`src/rtl/prover_shuffle_pkg.sv`:
```
// rtl/prover_shuffle_pkg.sv - state type and round-geometry helpers for prover_shuffle_rounds
package prover_shuffle_pkg;

    typedef enum logic [1:0] {
        S_IDLE,
        S_SEND,
        S_WAIT,
        S_FIN
    } state_t;

    // Each round halves the live array: round k consumes nValues>>k values as pairs.
    function automatic int pairs_in_round(input int n_val_bits, input int k);
        return (1 << n_val_bits) >> (k + 1);
    endfunction

    function automatic int beats_in_round(input int n_val_bits, input int k, input int n_par_bits);
        int b;
        b = pairs_in_round(n_val_bits, k) >> n_par_bits;
        return (b < 1) ? 1 : b;
    endfunction

    function automatic int round_width(input int n_val_bits);
        return (n_val_bits <= 2) ? 1 : $clog2(n_val_bits);
    endfunction

    function automatic int beat_width(input int n_val_bits, input int n_par_bits);
        int w;
        w = n_val_bits - 1 - n_par_bits;
        return (w < 1) ? 1 : w;
    endfunction

endpackage

```
`src/rtl/prover_shuffle_rounds_ctl.sv`:
```
// rtl/prover_shuffle_rounds_ctl.sv - round/beat sequencer, handshake FSM and lane mask generation
module prover_shuffle_rounds_ctl
    import prover_shuffle_pkg::*;
#(
    parameter int nValBits = 4,
    parameter int nParBits = 1,
    localparam int P  = 1 << nParBits,
    localparam int RW = round_width(nValBits),
    localparam int BW = beat_width(nValBits, nParBits)
) (
    input  logic          clk,
    input  logic          rst,
    input  logic          restart,
    input  logic          out_ready,
    input  logic          red_valid,
    output logic          out_valid,
    output logic          wr_en,
    output logic          round_done,
    output logic          busy,
    output logic          done,
    output logic [RW-1:0] round,
    output logic [BW-1:0] beat,
    output logic [P-1:0]  lane_mask
);

    state_t        state, state_d;
    logic [RW-1:0] round_d;
    logic [BW-1:0] beat_d;
    logic          busy_d, done_d, round_done_d;
    int            pairs;
    logic          last_beat;

    // Only the final rounds have fewer pairs than lanes, and those have a single beat.
    always_comb begin
        pairs     = pairs_in_round(nValBits, int'(round));
        last_beat = (int'(beat) == beats_in_round(nValBits, int'(round), nParBits) - 1);
        lane_mask = '0;
        for (int l = 0; l < P; l++) begin
            lane_mask[l] = (l < pairs);
        end
    end

    assign out_valid = (state == S_SEND);
    assign wr_en     = (state == S_WAIT) && red_valid && !restart;

    always_ff @(posedge clk or posedge rst) begin
        if (rst) begin
            state      <= S_IDLE;
            round      <= '0;
            beat       <= '0;
            busy       <= 1'b0;
            done       <= 1'b0;
            round_done <= 1'b0;
        end else begin
            state      <= state_d;
            round      <= round_d;
            beat       <= beat_d;
            busy       <= busy_d;
            done       <= done_d;
            round_done <= round_done_d;
        end
    end

    always_comb begin
        state_d      = state;
        round_d      = round;
        beat_d       = beat;
        busy_d       = busy;
        done_d       = done;
        round_done_d = 1'b0;
        if (restart) begin
            state_d = S_SEND;
            round_d = '0;
            beat_d  = '0;
            busy_d  = 1'b1;
            done_d  = 1'b0;
        end else begin
            case (state)
                S_SEND: begin
                    if (out_ready) begin
                        state_d = S_WAIT;
                    end
                end
                S_WAIT: begin
                    if (red_valid) begin
                        if (last_beat) begin
                            round_done_d = 1'b1;
                            beat_d       = '0;
                            if (int'(round) == nValBits - 1) begin
                                busy_d  = 1'b0;
                                done_d  = 1'b1;
                                state_d = S_FIN;
                            end else begin
                                round_d = round + RW'(1);
                                state_d = S_SEND;
                            end
                        end else begin
                            beat_d  = beat + BW'(1);
                            state_d = S_SEND;
                        end
                    end
                end
                default: ;
            endcase
        end
    end

endmodule

```
`src/rtl/prover_shuffle_rounds.sv`:
```
// rtl/prover_shuffle_rounds.sv - multi-round sumcheck value store with in-place compacting writeback
`ifndef F_NBITS
`define F_NBITS 32
`endif

module prover_shuffle_rounds
    import prover_shuffle_pkg::*;
#(
    parameter int nValBits = 4,
    parameter int nParBits = 1,
    localparam int NV = 1 << nValBits,
    localparam int P  = 1 << nParBits,
    localparam int F  = `F_NBITS,
    localparam int RW = round_width(nValBits)
) (
    input  logic                   clk,
    input  logic                   rst,
    input  logic                   restart,
    input  logic [NV-1:0][F-1:0]   vals_in,
    output logic                   out_valid,
    input  logic                   out_ready,
    output logic [P-1:0][F-1:0]    pair_even,
    output logic [P-1:0][F-1:0]    pair_odd,
    output logic [P-1:0]           lane_mask,
    output logic [RW-1:0]          round,
    input  logic                   red_valid,
    input  logic [P-1:0][F-1:0]    red_in,
    output logic                   round_done,
    output logic                   busy,
    output logic                   done,
    output logic [NV-1:0][F-1:0]   vals_out
);

    localparam int BW = beat_width(nValBits, nParBits);

    logic [NV-1:0][F-1:0]       vals;
    logic [BW-1:0]              beat;
    logic                       wr_en;
    logic [P-1:0][nValBits-1:0] wr_idx, ev_idx, od_idx;

    prover_shuffle_rounds_ctl #(
        .nValBits (nValBits),
        .nParBits (nParBits)
    ) u_ctl (
        .clk        (clk),
        .rst        (rst),
        .restart    (restart),
        .out_ready  (out_ready),
        .red_valid  (red_valid),
        .out_valid  (out_valid),
        .wr_en      (wr_en),
        .round_done (round_done),
        .busy       (busy),
        .done       (done),
        .round      (round),
        .beat       (beat),
        .lane_mask  (lane_mask)
    );

    // Lane l of beat b owns pair j = b*P+l; unmasked lanes may wrap but are never used.
    always_comb begin
        wr_idx    = '0;
        ev_idx    = '0;
        od_idx    = '0;
        pair_even = '0;
        pair_odd  = '0;
        for (int l = 0; l < P; l++) begin
            wr_idx[l] = nValBits'(int'(beat) * P + l);
            ev_idx[l] = nValBits'(2 * (int'(beat) * P + l));
            od_idx[l] = nValBits'(2 * (int'(beat) * P + l) + 1);
            if (lane_mask[l]) begin
                pair_even[l] = vals[ev_idx[l]];
                pair_odd[l]  = vals[od_idx[l]];
            end
        end
    end

    // Beat b writes below (b+1)P while later beats read from 2(b+1)P up, so in-place is safe.
    always_ff @(posedge clk or posedge rst) begin
        if (rst) begin
            vals <= '0;
        end else if (restart) begin
            vals <= vals_in;
        end else if (wr_en) begin
            for (int l = 0; l < P; l++) begin
                if (lane_mask[l]) begin
                    vals[wr_idx[l]] <= red_in[l];
                end
            end
        end
    end

    assign vals_out = vals;

endmodule

```
`config.mk`:
```
export PLATFORM = sky130hd
export DESIGN_NAME = prover_shuffle_rounds
export DESIGN_NICKNAME = d
export VERILOG_FILES = /design/src/rtl/prover_shuffle_pkg.sv /design/src/rtl/prover_shuffle_rounds_ctl.sv /design/src/rtl/prover_shuffle_rounds.sv
export SDC_FILE = /design/constraint.sdc
export NUM_CORES = 1
export LEC_CHECK = 0
export BUFFER_PORTS_ARGS = -buffer_cell sky130_fd_sc_hd__buf_2
export CORE_AREA = 3 3 483 485
export DETAILED_ROUTE_END_ITERATION = 10
export DIE_AREA = 0 0 486 488
export SYNTH_ARGS = -nofsm -noshare
export SYNTH_HDL_FRONTEND = slang
export SYNTH_SLANG_ARGS = --single-unit
```
`constraint.sdc`:
```
create_clock -name clk -period 15.93 [get_ports clk]
set_input_delay 1.593 -clock clk [delete_from_list [all_inputs] [get_ports clk]]
set_output_delay 1.593 -clock clk [all_outputs]
set_load 0.01 [all_outputs]
```
==> impl_metrics.toml <==
[critical_path]
worstPathRequired_ns = 14.34
cp_data_arrival_time_ns = 4.66
worst-path-max-fanout = 66
end_kind = "output pin"
cp-start-kind = "flop"
critPathKind = "flop to output pin"

[power_and_ir_drop]
intPower_mw = 2.826
switching_share_pct = 33.78
finalPower_mw = 4.268
combinationalPowerShare_pct = 22.0
pwr_density_cell_nw_per_um2 = 110.0
leakagePower_nw = 16.71
clkPwrFrac_pct = 39.8
power_frac_seq_pct = 38.2
max-vdd-ir-drop_mv = 0.07262
p_switching_mw = 1.442

[clock_network]
clk_latency_ns = 0.70
cts_resized = 0
tritoncts = "yes"
cts-root-buf = "clkbuf_16"
cts_buffers = 71
ctsLongestPathBuffers = 3
clock-sinks = 521
clkTransAtPathRegs_ns = 0.06
htree_num_levels = 3
post_cts_buffers = 0
holdBufCountCts = 0

[logic_synthesis]
yosysSeqAreaShare_pct = 48.54
synth_top_area_share_pct = 48.54
ys_warn_count = 0
synth.most_common_cell = "dfrtp_1"
synth_top_area_cell = "dfrtp_1"
synth_common_cells = "dfrtp_1, mux2_2, and2_1"
synthTopCellsByArea = "dfrtp_1, mux2_2, mux4_2"
synth_edf_count = 0
async_flop_share_pct = 100.0
avgSynthCellArea_um2 = 13.34
synth-main-ff-cell = "dfrtp_1"
synthDistinctLibCells = 37
syn_inst = 2014
syn_nets = 2604
syn_area_um2 = 26860
ys_ff_latch = 521

[detailed_routing]
wl_met2_um = 98920
drtIter0Drc = 2058
via_count = 25300
route.top_layer_used = "met5"
wirelength_um = 211500
first_pass_iters = 7
wl_per_cell_um = 33.67
vias_per_cell = 4.027
wl_met3_um = 26260
ant_nets = 0
drc = 0
drt-met1-wl_um = 73320

[place]
portBuffers = 1228
dpl.hpwl_um = 173100
gp_congestion = 0.9654
dp_slack_ns = 10.36

[layout]
utilization_pct = 16.90
drive_gt1_share_pct = 60.16
syn2layout_area_growth_pct = 44.52
layout.nets = 3738

[timing]
setup_viol = 0
rsz0062_at_grt = "false"
tightest_slew_ns = 1.631
finalSetupTns_ns = 0
slew_headroom_pct = -8.748
hold_violations = 0
fin_crit_sh_pct = 39.24
hold_slack_ns = 0.4893
clock_skew_ns = 0.03552
slew_viol_final = 154
period_needed_ns = 6.250
clock.fmax_mhz = 160.0
fin_ws_ns = 9.680

[global_route]
grtUsageTotal_pct = 17.09
grt_pass1_vias = 25330
grt-ovfl-total = 0
antenna_found_initial = 100
grt_max_degree = 217
grt_pass1_wl_um = 267100

[floorplanning]
die_h_um = 488
fp.coreArea_um2 = 229700
dieWidth_um = 486
io_pins = 1229
start_util_pct = 11.69
die_area_um2 = 237200
fp-row-count = 176

[status]
violations = "slew limit"
status = "finished with violations"

[hold_path]
hold_path.class = "flop to flop"

[run]
max_cap_violations = 0
-- per-stage QoR --
step / cells / area [um2]
floorplan: 2014 / 26860
global placement: 6101 / 36290
detailed placement: 6101 / 36290
CTS: 6226 / 38680
global route: 6266 / 38780
finish: 6282 / 38820
-- cells in the final DEF (no fill, tap or decap), drive strengths merged, types with 2 or more instances in the layout --
cell | synthesis | routed
buf | 86 | 1276
dfrtp | 521 | 521
mux2 | 385 | 385
and2 | 131 | 131
a21oi | 130 | 130
a32o | 128 | 128
mux4 | 128 | 128
nand2b | 99 | 99
a221o | 96 | 96
clkbuf | 129 | 94
diode | 0 | 56
nor2b | 39 | 39
a31oi | 36 | 36
o21ai | 33 | 33
nor3b | 33 | 33
clkinv | 0 | 15
inv | 8 | 13
ha | 9 | 9
bufinv | 0 | 6
clkinvlp | 0 | 5
nor3 | 3 | 3
nand3b | 2 | 2
a21o | 2 | 2
nor2 | 2 | 2
or3 | 2 | 2
or4 | 2 | 2
-- area by class of cell --
class	instances	area, um2
clock inverters	31	390.4
inverters	8	36.28
well taps	3026	3786
flip-flops and latches	521	13050
diodes	56	140.1
multi-input cells	1270	12900
repair buffers	1276	6529
clock buffers	94	1994
fillers	25540	190900
-- power by group through the flow --
stage / combinational, mW / sequential (mW) / clock [mW]
floorplan: 0.354 / 1.62 / 0
global placement: 0.960 / 1.65 / 0
detailed placement: 0.964 / 1.65 / 0
CTS: 0.967 / 1.63 / 1.76
global route: 1.01 / 1.64 / 1.80
finish: 0.940 / 1.63 / 1.70
-- worst paths after layout --
check	endpoint	slack, ns	depth (start not counted)	from
worst min register to register	u_ctl.busy$_DFFE_PP0P_	0.49	1	u_ctl.busy$_DFFE_PP0P_
min in group asynchronous	vals_out[64]$_DFFE_PP0P_	0.95	2	rst
worst max-delay path	pair_even[20]	9.68	8	u_ctl.round[0]$_DFFE_PP0P_
worst max register to register	vals_out[217]$_DFFE_PP0P_	11.09	8	u_ctl.beat[0]$_DFFE_PP0P_
max in group asynchronous	vals_out[357]$_DFFE_PP0P_	11.39	6	rst
worst min-delay path	u_ctl.busy$_DFFE_PP0P_	0.49	1	u_ctl.busy$_DFFE_PP0P_
-- per-layer routing --
metal  vias up  GRT usage [%]
met5         -              0
li1      10090              -
met2      1728          27.88
met4        28          9.330
met1     13040          17.83
met3       411          8.728
-- sequential cells by signal (all words and copies together) (netlist names) --
name / cells
u_ctl.busy: 1
u_ctl.round_done: 1
u_ctl.round: 2
u_ctl.done: 1
u_ctl.beat: 2
vals_out: 512
u_ctl.state: 2
-- worst max-delay path, stage by stage (launching register included) --
cell	delay, ns
dfrtp_1	0.47
inv_1	0.17
ha_1	0.21
or4_4	0.41
buf_4	0.73
buf_4	0.66
buf_4	0.67
and2_1	0.23
buf_2	0.13
-- cells by family (layout without fill, tap and decap cells) --
group	after synthesis	count (layout)	synth area share, %
buffers and inverters	223	1409	3.913
AND/OR/NAND/NOR	317	317	7.565
multiplexers	514	514	26.91
adder cells (fa/ha/maj)	9	9	0.4193
AO/OA/AOI/OAI	428	428	12.59
flip-flops	521	521	48.54
XOR/XNOR	2	2	0.06523
other	0	56	0
Power figures use the tool's default switching activity.
